[src/rtl/fifo_param.sv]
// Parametrised single-clock FIFO with occupancy count and programmable almost-full/almost-empty flags.
// Define FIFO_ERR_FLAGS_EN to build the sticky overflow/underflow flags; otherwise they are tied low.
module fifo_param #(
   parameter int unsigned WIDTH         = 8,
   parameter int unsigned DEPTH         = 16,
   parameter int unsigned AFULL_THRESH  = 14,
   parameter int unsigned AEMPTY_THRESH = 2
) (
   input  logic                         clk,
   input  logic                         reset,
   input  logic                         sclr,
   input  logic                         wren,
   input  logic                         rden,
   input  logic [WIDTH-1:0]             din,
   output logic [WIDTH-1:0]             dout,
   output logic                         full,
   output logic                         empty,
   output logic                         almost_full,
   output logic                         almost_empty,
   output logic [$clog2(DEPTH):0]       count,
   output logic                         overflow,
   output logic                         underflow
);

   localparam int unsigned AW = $clog2(DEPTH);
   localparam logic [AW:0] C_DEPTH  = (AW+1)'(DEPTH);
   localparam logic [AW:0] C_AFULL  = (AW+1)'(AFULL_THRESH);
   localparam logic [AW:0] C_AEMPTY = (AW+1)'(AEMPTY_THRESH);

   logic [WIDTH-1:0] r_mem [DEPTH];
   logic [AW-1:0]    r_wr_ptr;
   logic [AW-1:0]    r_rd_ptr;
   logic [AW:0]      r_count;
   logic [WIDTH-1:0] r_dout;

   logic w_full;
   logic w_empty;
   logic w_wr_acc;
   logic w_rd_acc;

   // Status is decoded from the registered count only, so no request-to-flag path exists.
   assign w_full   = (r_count == C_DEPTH);
   assign w_empty  = (r_count == '0);
   assign w_wr_acc = wren && !w_full  && !sclr;
   assign w_rd_acc = rden && !w_empty && !sclr;

   always_ff @(posedge clk) begin
      if (w_wr_acc && reset) begin
         r_mem[r_wr_ptr] <= din;
      end
   end

   always_ff @(posedge clk or negedge reset) begin
      if (!reset) begin
         r_wr_ptr <= '0;
         r_rd_ptr <= '0;
         r_count  <= '0;
         r_dout   <= '0;
      end else if (sclr) begin
         r_wr_ptr <= '0;
         r_rd_ptr <= '0;
         r_count  <= '0;
         r_dout   <= '0;
      end else begin
         if (w_wr_acc) begin
            r_wr_ptr <= r_wr_ptr + 1'b1;
         end
         if (w_rd_acc) begin
            r_dout   <= r_mem[r_rd_ptr];
            r_rd_ptr <= r_rd_ptr + 1'b1;
         end
         case ({w_wr_acc, w_rd_acc})
            2'b10:   r_count <= r_count + 1'b1;
            2'b01:   r_count <= r_count - 1'b1;
            default: r_count <= r_count;
         endcase
      end
   end

`ifdef FIFO_ERR_FLAGS_EN
   logic r_overflow;
   logic r_underflow;

   always_ff @(posedge clk or negedge reset) begin
      if (!reset) begin
         r_overflow  <= 1'b0;
         r_underflow <= 1'b0;
      end else if (sclr) begin
         r_overflow  <= 1'b0;
         r_underflow <= 1'b0;
      end else begin
         if (wren && w_full) begin
            r_overflow <= 1'b1;
         end
         if (rden && w_empty) begin
            r_underflow <= 1'b1;
         end
      end
   end

   assign overflow  = r_overflow;
   assign underflow = r_underflow;
`else
   assign overflow  = 1'b0;
   assign underflow = 1'b0;
`endif

   assign dout         = r_dout;
   assign count        = r_count;
   assign full         = w_full;
   assign empty        = w_empty;
   assign almost_full  = (r_count >= C_AFULL);
   assign almost_empty = (r_count <= C_AEMPTY);

endmodule
[config.mk]
export PLATFORM = sky130hd
export DESIGN_NAME = fifo_param
export DESIGN_NICKNAME = d
export VERILOG_FILES = /design/src/rtl/fifo_param.sv
export SDC_FILE = /design/constraint.sdc
export NUM_CORES = 1
export LEC_CHECK = 0
export BUFFER_PORTS_ARGS = -buffer_cell sky130_fd_sc_hd__buf_2
export CAP_MARGIN = 25
export CORE_MARGIN = 8
export CORE_UTILIZATION = 65
export CTS_CLUSTER_SIZE = 8
export DETAILED_ROUTE_END_ITERATION = 10
export PLACE_DENSITY = 0.91
export SYNTH_ARGS = -nofsm -noshare
export SYNTH_HDL_FRONTEND = slang
export SYNTH_SLANG_ARGS = --single-unit
[constraint.sdc]
create_clock -name clk -period 5.75 [get_ports clk]
set_input_delay 1.15 -clock clk [delete_from_list [all_inputs] [get_ports clk]]
set_output_delay 1.15 -clock clk [all_outputs]
set_load 0.05 [all_outputs]
==> results of run 1 <==
[final cells by class]
cell class                      instances  area [um^2]  share of cell area
Clock inverter                         15        167.7             0.02421
Tap cell                              111        138.9             0.02006
Clock buffer                           17        414.1             0.05981
Sequential cell                       149         4370              0.6312
Multi-Input combinational cell        207         1643              0.2373
Inverter                                6        22.52            0.003253
Timing Repair Buffer                   32        167.7             0.02421
[report_power, final]
part | switching, mW | leakage (nW) | internal (mW) | total [mW]
clock | 0.468 | 0.281 | 0.629 | 1.10
combinational | 0.419 | 0.644 | 0.203 | 0.622
sequential | 0.0881 | 1.43 | 1.22 | 1.30
[cell families (layout without fill, tap and decap cells)]
kind of cell,count (synthesis),in the layout,share of synthesized area
AO/OA/AOI/OAI,59,59,0.06550
multiplexers,55,55,0.1119
adder cells (fa/ha/maj),9,9,0.01953
flip-flops,149,149,0.7103
AND/OR/NAND/NOR,73,73,0.05411
buffers and inverters,29,70,0.02400
XOR/XNOR,9,9,0.01404
other,1,2,0.0006097
[state kept, by name (all words and copies together) (netlist names)]
| name | flops |
|---|---|
| r_rd_ptr | 4 |
| dout | 8 |
| r_mem | 128 |
| r_wr_ptr | 4 |
| count | 5 |
[worst paths after layout]
kind	from	cells past startpoint	endpoint
worst max-delay path	count[4]$_DFFE_PN0P_	11	count[4]$_DFFE_PN0P_
worst min-delay path	dout[7]$_DFFE_PN0P_	2	dout[7]$_DFFE_PN0P_
worst max register to register	count[4]$_DFFE_PN0P_	11	count[4]$_DFFE_PN0P_
worst min register to register	dout[7]$_DFFE_PN0P_	2	dout[7]$_DFFE_PN0P_
max in group asynchronous	reset	1	r_rd_ptr[1]$_DFFE_PN0P_
min in group asynchronous	reset	1	dout[3]$_DFFE_PN0P_
[cell usage in the layout (no fill, tap or decap), types with 2 or more instances in the layout]
cell type / count
conb_1: 2
ha_1: 8
o22ai_1: 10
bufinv_16: 2
inv_8: 2
a211oi_1: 6
a21oi_1: 7
nor3_2: 2
nor3_1: 5
clkbuf_16: 16
nor2_1: 31
buf_2: 29
clkinv_4: 2
o31ai_1: 3
o221ai_1: 8
edfxtp_1: 128
nand4_1: 2
xor2_1: 4
clkbuf_4: 2
nand2b_1: 4
xnor2_1: 4
dfrtp_1: 20
inv_6: 5
mux2i_1: 44
nand2_1: 21
mux4_2: 11
inv_1: 6
o21ai_0: 18
clkinvlp_4: 2
[stage by stage]
stage                     power, mW  cell area (um^2)  hold WS (ns)
after floorplan               1.788              6155        0.5792
after global placement        1.909              6322        0.4608
after detailed placement      1.933              6322        0.4827
after CTS                     3.020              6904        0.4977
after global routing          3.109              6924        0.5231
final                         3.023              6924        0.4978
[per-layer routing]
| metal | vias up | global-route usage | part of all wire |
|---|---|---|---|
| met3 | 38 | 0.05485 | 0.081 |
| met4 | 0 | 0.08437 | 0.028 |
| met5 | - | 0 | 0 |
| met2 | 201 | 0.3647 | 0.50 |
| li1 | 1527 | - | - |
| met1 | 1767 | 0.2782 | 0.39 |
[worst register-to-register path, stage by stage (launching register included)]
cell and delay, ns:
dfrtp_1 0.45, or3_4 0.45, o31ai_4 0.32, nor2_1 0.22, o21ai_0 0.19, inv_1 0.14, ha_1 0.34, nor2b_1 0.16
o21a_1 0.18, nor4_1 0.28, o21ai_0 0.14, nor3b_1 0.15
==> impl_metrics.csv, run 1 <==
group,metric,value,unit
clock_tree,htreeDepth,4,
die,core_area,9196,um^2
sta,clock_skew,0.01035,ns
critical_path,required,6.16,ns
synth,yosysWarnings,0,
global_routing,grt_use_total,0.2215,
clock_tree,clk_path_buf_depth,2,
die,dieArea,12830,um^2
detailed_routing,wl_per_cell,25.22,um
sta,slew_violations,0,
synth,synth_top_cell_by_area,"edfxtp_1",
final_layout,utilization,0.7529,
pwr,peakVddDrop,0.2678,mV
sta,tns,0,ns
die,fp.dieW,113.3,um
critical_path,slowest_delay,0.45,ns
clock_tree,cts_resized,0,
sta,final-hold-violation-count,0,
clock_tree,ctsRootBufferMaster,"clkbuf_8",
place,placed_cells,503,
detailed_routing,detail_route.vias_per_cell,6.579,
global_routing,antenna_found_initial,0,
synth,synthFlopType,"edfxtp_1",
die,initial_core_util,0.6688,
synth,post-synth-top-count-cell,"edfxtp_1",
critical_path,crit_fanout,9,
global_routing,grt_pass1_wl,20.74,mm
global_routing,grt_pass1_vias,3606,
detailed_routing,drcViolationCount,0,
synth,ys_seq_elements,149,
sta,layout_setup_ws,2.614,ns
synth,synth_common_cells,"128 x edfxtp_1, 44 x mux2i_1, 31 x nor2_1",
final_layout,drive_gt1_frac,0.1972,
synth,avgSynthCellArea,16.02,um^2
critical_path,rrSetupSlack,2.61,ns
final_layout,final_nets,435,
critical_path,arrival,3.54,ns
critical_path,crit_slowest_cell,"dfrtp_1",
sta,post-route-period-util,0.5455,
critical_path,cpMostUsedCell,"o21ai_0",
critical_path,crit_chain,"or3_4, o31ai_4, nor2_1, o21ai_0, inv_1, ha_1, nor2b_1, o21a_1, nor4_1, o21ai_0, nor3b_1",
clock_tree,insertion_delay,0.54,ns
synth,synth_top_area_frac,0.6249,
synth,synth_edf_count,128,
sta,rsz0062_at_grt,"false",
clock_tree,post_cts_buffers,0,
synth,synthesis.area,6151,um^2
detailed_routing,vias,3533,
clock_tree,cts_tree,"built",
sta,period_needed,3.136,ns
place,place_ws,2.252,ns
clock_tree,cts.clk_slew.worst_paths,0.07,ns
sta,slew_headroom,0.3498,
die,num_rows,35,
detailed_routing,wirelength,13.54,mm
pwr,power_density,436.6,nW/um^2
final_layout,num-fill-cells,492,
global_routing,grt_remaining_overflow,0,
synth,synthArstFlopShare,0.1409,
synth,yosysSeqAreaShare,0.7103,
detailed_routing,ant_nets,0,
detailed_routing,first_pass_iters,6,
critical_path,crit_buf_inv,1,
final_layout,final_cells,537,
sta,worst_slew_pin_slew,0.9679,ns
place,gp_congestion,0.8824,
critical_path,cp-end-kind,"register",
min_path,worstHoldPathType,"register to register",
detailed_routing,drtIter0Drc,345,
synth,synth_area_leaders,"edfxtp_1 62%, dfrtp_1 8.5%, mux2i_1 7.2%",
critical_path,worstSetupPathType,"register to register",
status,status,"finished, final reports clean",
pwr,leakage,2.360,nW
clock_tree,clkSinkCount,149,
critical_path,crit_family,"simple AND/OR/NAND/NOR gates",
critical_path,crit_path_start_kind,"register",
place,place_hpwl,8.321,mm
sta,timing.fmax,318.8,MHz
clock_tree,cts_hold_buf,0,
sta,setup_viol,0,
die,ios,32,
die,dieHeight,113.3,um
synth,synth_cell_type_count,42,
place,numPortBuffers,29,
job,maxCapViolCount,0,
clock_tree,cts_made_buffers,17,
global_routing,grt_max_degree,33,
final_layout,area.growth.synth_to_final,12.57,%
final_layout,diodes,0,
synth,synth_cells,384,
Note: power is estimated with default switching activity, not from simulation.
==> run 2, diff against run 1 <==
--- a/config.mk
+++ b/config.mk
@@ -8,10 +8,10 @@
 export BUFFER_PORTS_ARGS = -buffer_cell sky130_fd_sc_hd__buf_2
 export CAP_MARGIN = 25
 export CORE_MARGIN = 8
-export CORE_UTILIZATION = 65
+export CORE_UTILIZATION = 60
 export CTS_CLUSTER_SIZE = 8
 export DETAILED_ROUTE_END_ITERATION = 10
-export PLACE_DENSITY = 0.91
+export PLACE_DENSITY = 0.85
 export SYNTH_ARGS = -nofsm -noshare
 export SYNTH_HDL_FRONTEND = slang
 export SYNTH_SLANG_ARGS = --single-unit
==> constraint.sdc (replaced) <==
create_clock -name clk -period 3.2 [get_ports clk]
set_input_delay 0.64 -clock clk [delete_from_list [all_inputs] [get_ports clk]]
set_output_delay 0.64 -clock clk [all_outputs]
set_load 0.05 [all_outputs]
==> run 2 against run 1 <==
  * First-iteration DRC count is 22% higher
  * Critical path depth unchanged
  * Total power increased by 78%
  * Critical path type unchanged
  * Wire length decreased by 3.7%
==> impl_metrics.csv, run 2 (synthesis gave the netlist of run 1 again) <==
group,metric,value,unit
global_routing,grt_pass1_vias,3779,
global_routing,grt_pass1_wl,20.37,mm
place,postPlaceCellArea,6504,um^2
detailed_routing,ant_nets,0,
critical_path,startpoint,"count[4]$_DFFE_PN0P_",
place,numPortBuffers,29,
pwr,fin_total_pwr,5.366,mW
detailed_routing,vias,3536,
status,status,"finished, final reports clean",
critical_path,regToRegEndpoint,"count[4]$_DFFE_PN0P_",
critical_path,required,3.61,ns
detailed_routing,detail_route.vias_per_cell,6.097,
die,core_area,10140,um^2
clock_tree,cts_made_buffers,17,
pwr,power_density,759.8,nW/um^2
place,place_hpwl,8.231,mm
clock_tree,insertion_delay,0.53,ns
die,num_rows,37,
global_routing,grt_remaining_overflow,0,
sta,slew_violations,0,
sta,slew_headroom,0.4752,
sta,post-route-period-util,0.9308,
min_path,worstHoldPathType,"primary input to async pin",
critical_path,reg2regPathDepth,11,
final_layout,utilization,0.6967,
pwr,leakage,2.431,nW
job,maxCapViolCount,0,
final_layout,drive_gt1_frac,0.2275,
critical_path,crit_path_start_kind,"register",
place,place_ws,0.1979,ns
die,dieHeight,117.3,um
place,gp_congestion,0.8866,
clock_tree,cts.clk_slew.worst_paths,0.07,ns
detailed_routing,wl_per_cell,22.48,um
global_routing,grt_max_degree,36,
pwr,peakVddDrop,0.4452,mV
detailed_routing,wirelength,13.04,mm
die,ios,32,
sta,rsz0062_at_grt,"false",
clock_tree,htreeDepth,4,
sta,tns,0,ns
clock_tree,clk_path_buf_depth,2,
critical_path,arrival,3.39,ns
clock_tree,cts_hold_buf,0,
critical_path,rrSetupSlack,0.22,ns
final_layout,final_common_cell,"edfxtp_1",
clock_tree,post_cts_buffers,0,
sta,worst_slew_pin_slew,0.7843,ns
clock_tree,clkSinkCount,149,
critical_path,worstSetupPathType,"register to register",
final_layout,area.growth.synth_to_final,14.83,%
sta,holdWs,0.09401,ns
final_layout,final_cell_mix,"128 x edfxtp_1, 44 x mux2i_1, 31 x nor2_1, 29 x buf_2",
critical_path,crit_fanout,9,
detailed_routing,first_pass_iters,6,
sta,layout_setup_ws,0.2213,ns
final_layout,largest-register,"r_mem",
sta,timing.fmax,335.7,MHz
die,fp.dieW,117.3,um
critical_path,timing.rr.start,"count[4]$_DFFE_PN0P_",
die,dieArea,13750,um^2
sta,period_needed,2.979,ns
detailed_routing,drtIter0Drc,421,
global_routing,antenna_found_initial,0,
die,initial_core_util,0.6067,
sta,final-hold-violation-count,0,
global_routing,grt_use_total,0.2065,
place,placed_cells,548,
clock_tree,cts_tree,"built",
final_layout,largest_register_ffs,128,
clock_tree,cts_resized,0,
clock_tree,ctsRootBufferMaster,"clkbuf_8",
sta,setup_viol,0,
final_layout,final_cells,580,
sta,clock_skew,0.01234,ns
final_layout,design_area,7063,um^2
final_layout,diodes,0,
detailed_routing,drcViolationCount,0,
critical_path,cp-end-kind,"register",
final_layout,final_nets,453,
-- run 2: cell count changes in the layout (fill, tap and decap cells not counted), sizes merged --
cell	before	now
buf	30	50
clkinv	4	2
clkinvlp	2	4
bufinv	2	1
clkbuf	19	18
-- run 2: worst max-delay path, cell delays in order (launching register included) --
cell	delay, ns
dfrtp_1	0.46
or3_4	0.21
o31ai_4	0.06
nor2_1	0.52
o21ai_0	0.33
inv_1	0.18
ha_1	0.28
nor2b_1	0.16
o21a_1	0.18
nor4_1	0.23
o21ai_0	0.13
nor3b_1	0.14
-- run 2: worst max path at each step --
| stage | to | slack (ns) | depth (start not counted) |
|---|---|---|---|
| 2_1_floorplan | count[4]$_DFFE_PN0P_ | 0.20 | 11 |
| 3_3_place_gp | count[4]$_DFFE_PN0P_ | 0.35 | 11 |
| 3_5_place_dp | count[4]$_DFFE_PN0P_ | 0.20 | 11 |
| 4_1_cts | count[4]$_DFFE_PN0P_ | 0.24 | 11 |
| 5_1_grt | count[4]$_DFFE_PN0P_ | 0.01 | 11 |
| 6_report | count[4]$_DFFE_PN0P_ | 0.22 | 11 |
-- run 2: final cells by class --
type / instances / area (um^2)
timing repair buffer: 50 / 302.8
clock inverter: 14 / 141.4
tap: 136 / 170.2
sequential: 149 / 4370
multi-input combinational: 207 / 1638
fill: 615 / 3075
clock buffer: 18 / 417.9
inverter: 6 / 22.52
-- run 2: report_power, final --
group / switching (mW) / internal [mW] / leakage (nW)
registers: 0.109 / 2.19 / 1.43
logic: 0.808 / 0.386 / 0.735
clock network: 0.823 / 1.05 / 0.262
-- run 2: metal layers --
metal	track usage	vias to the layer above	routed length, um
met3	0.06260	22	1030
met5	0	-	0
met2	0.3427	176	6731
met4	0.08106	0	198
met1	0.2484	1767	5076
li1	-	1571	-
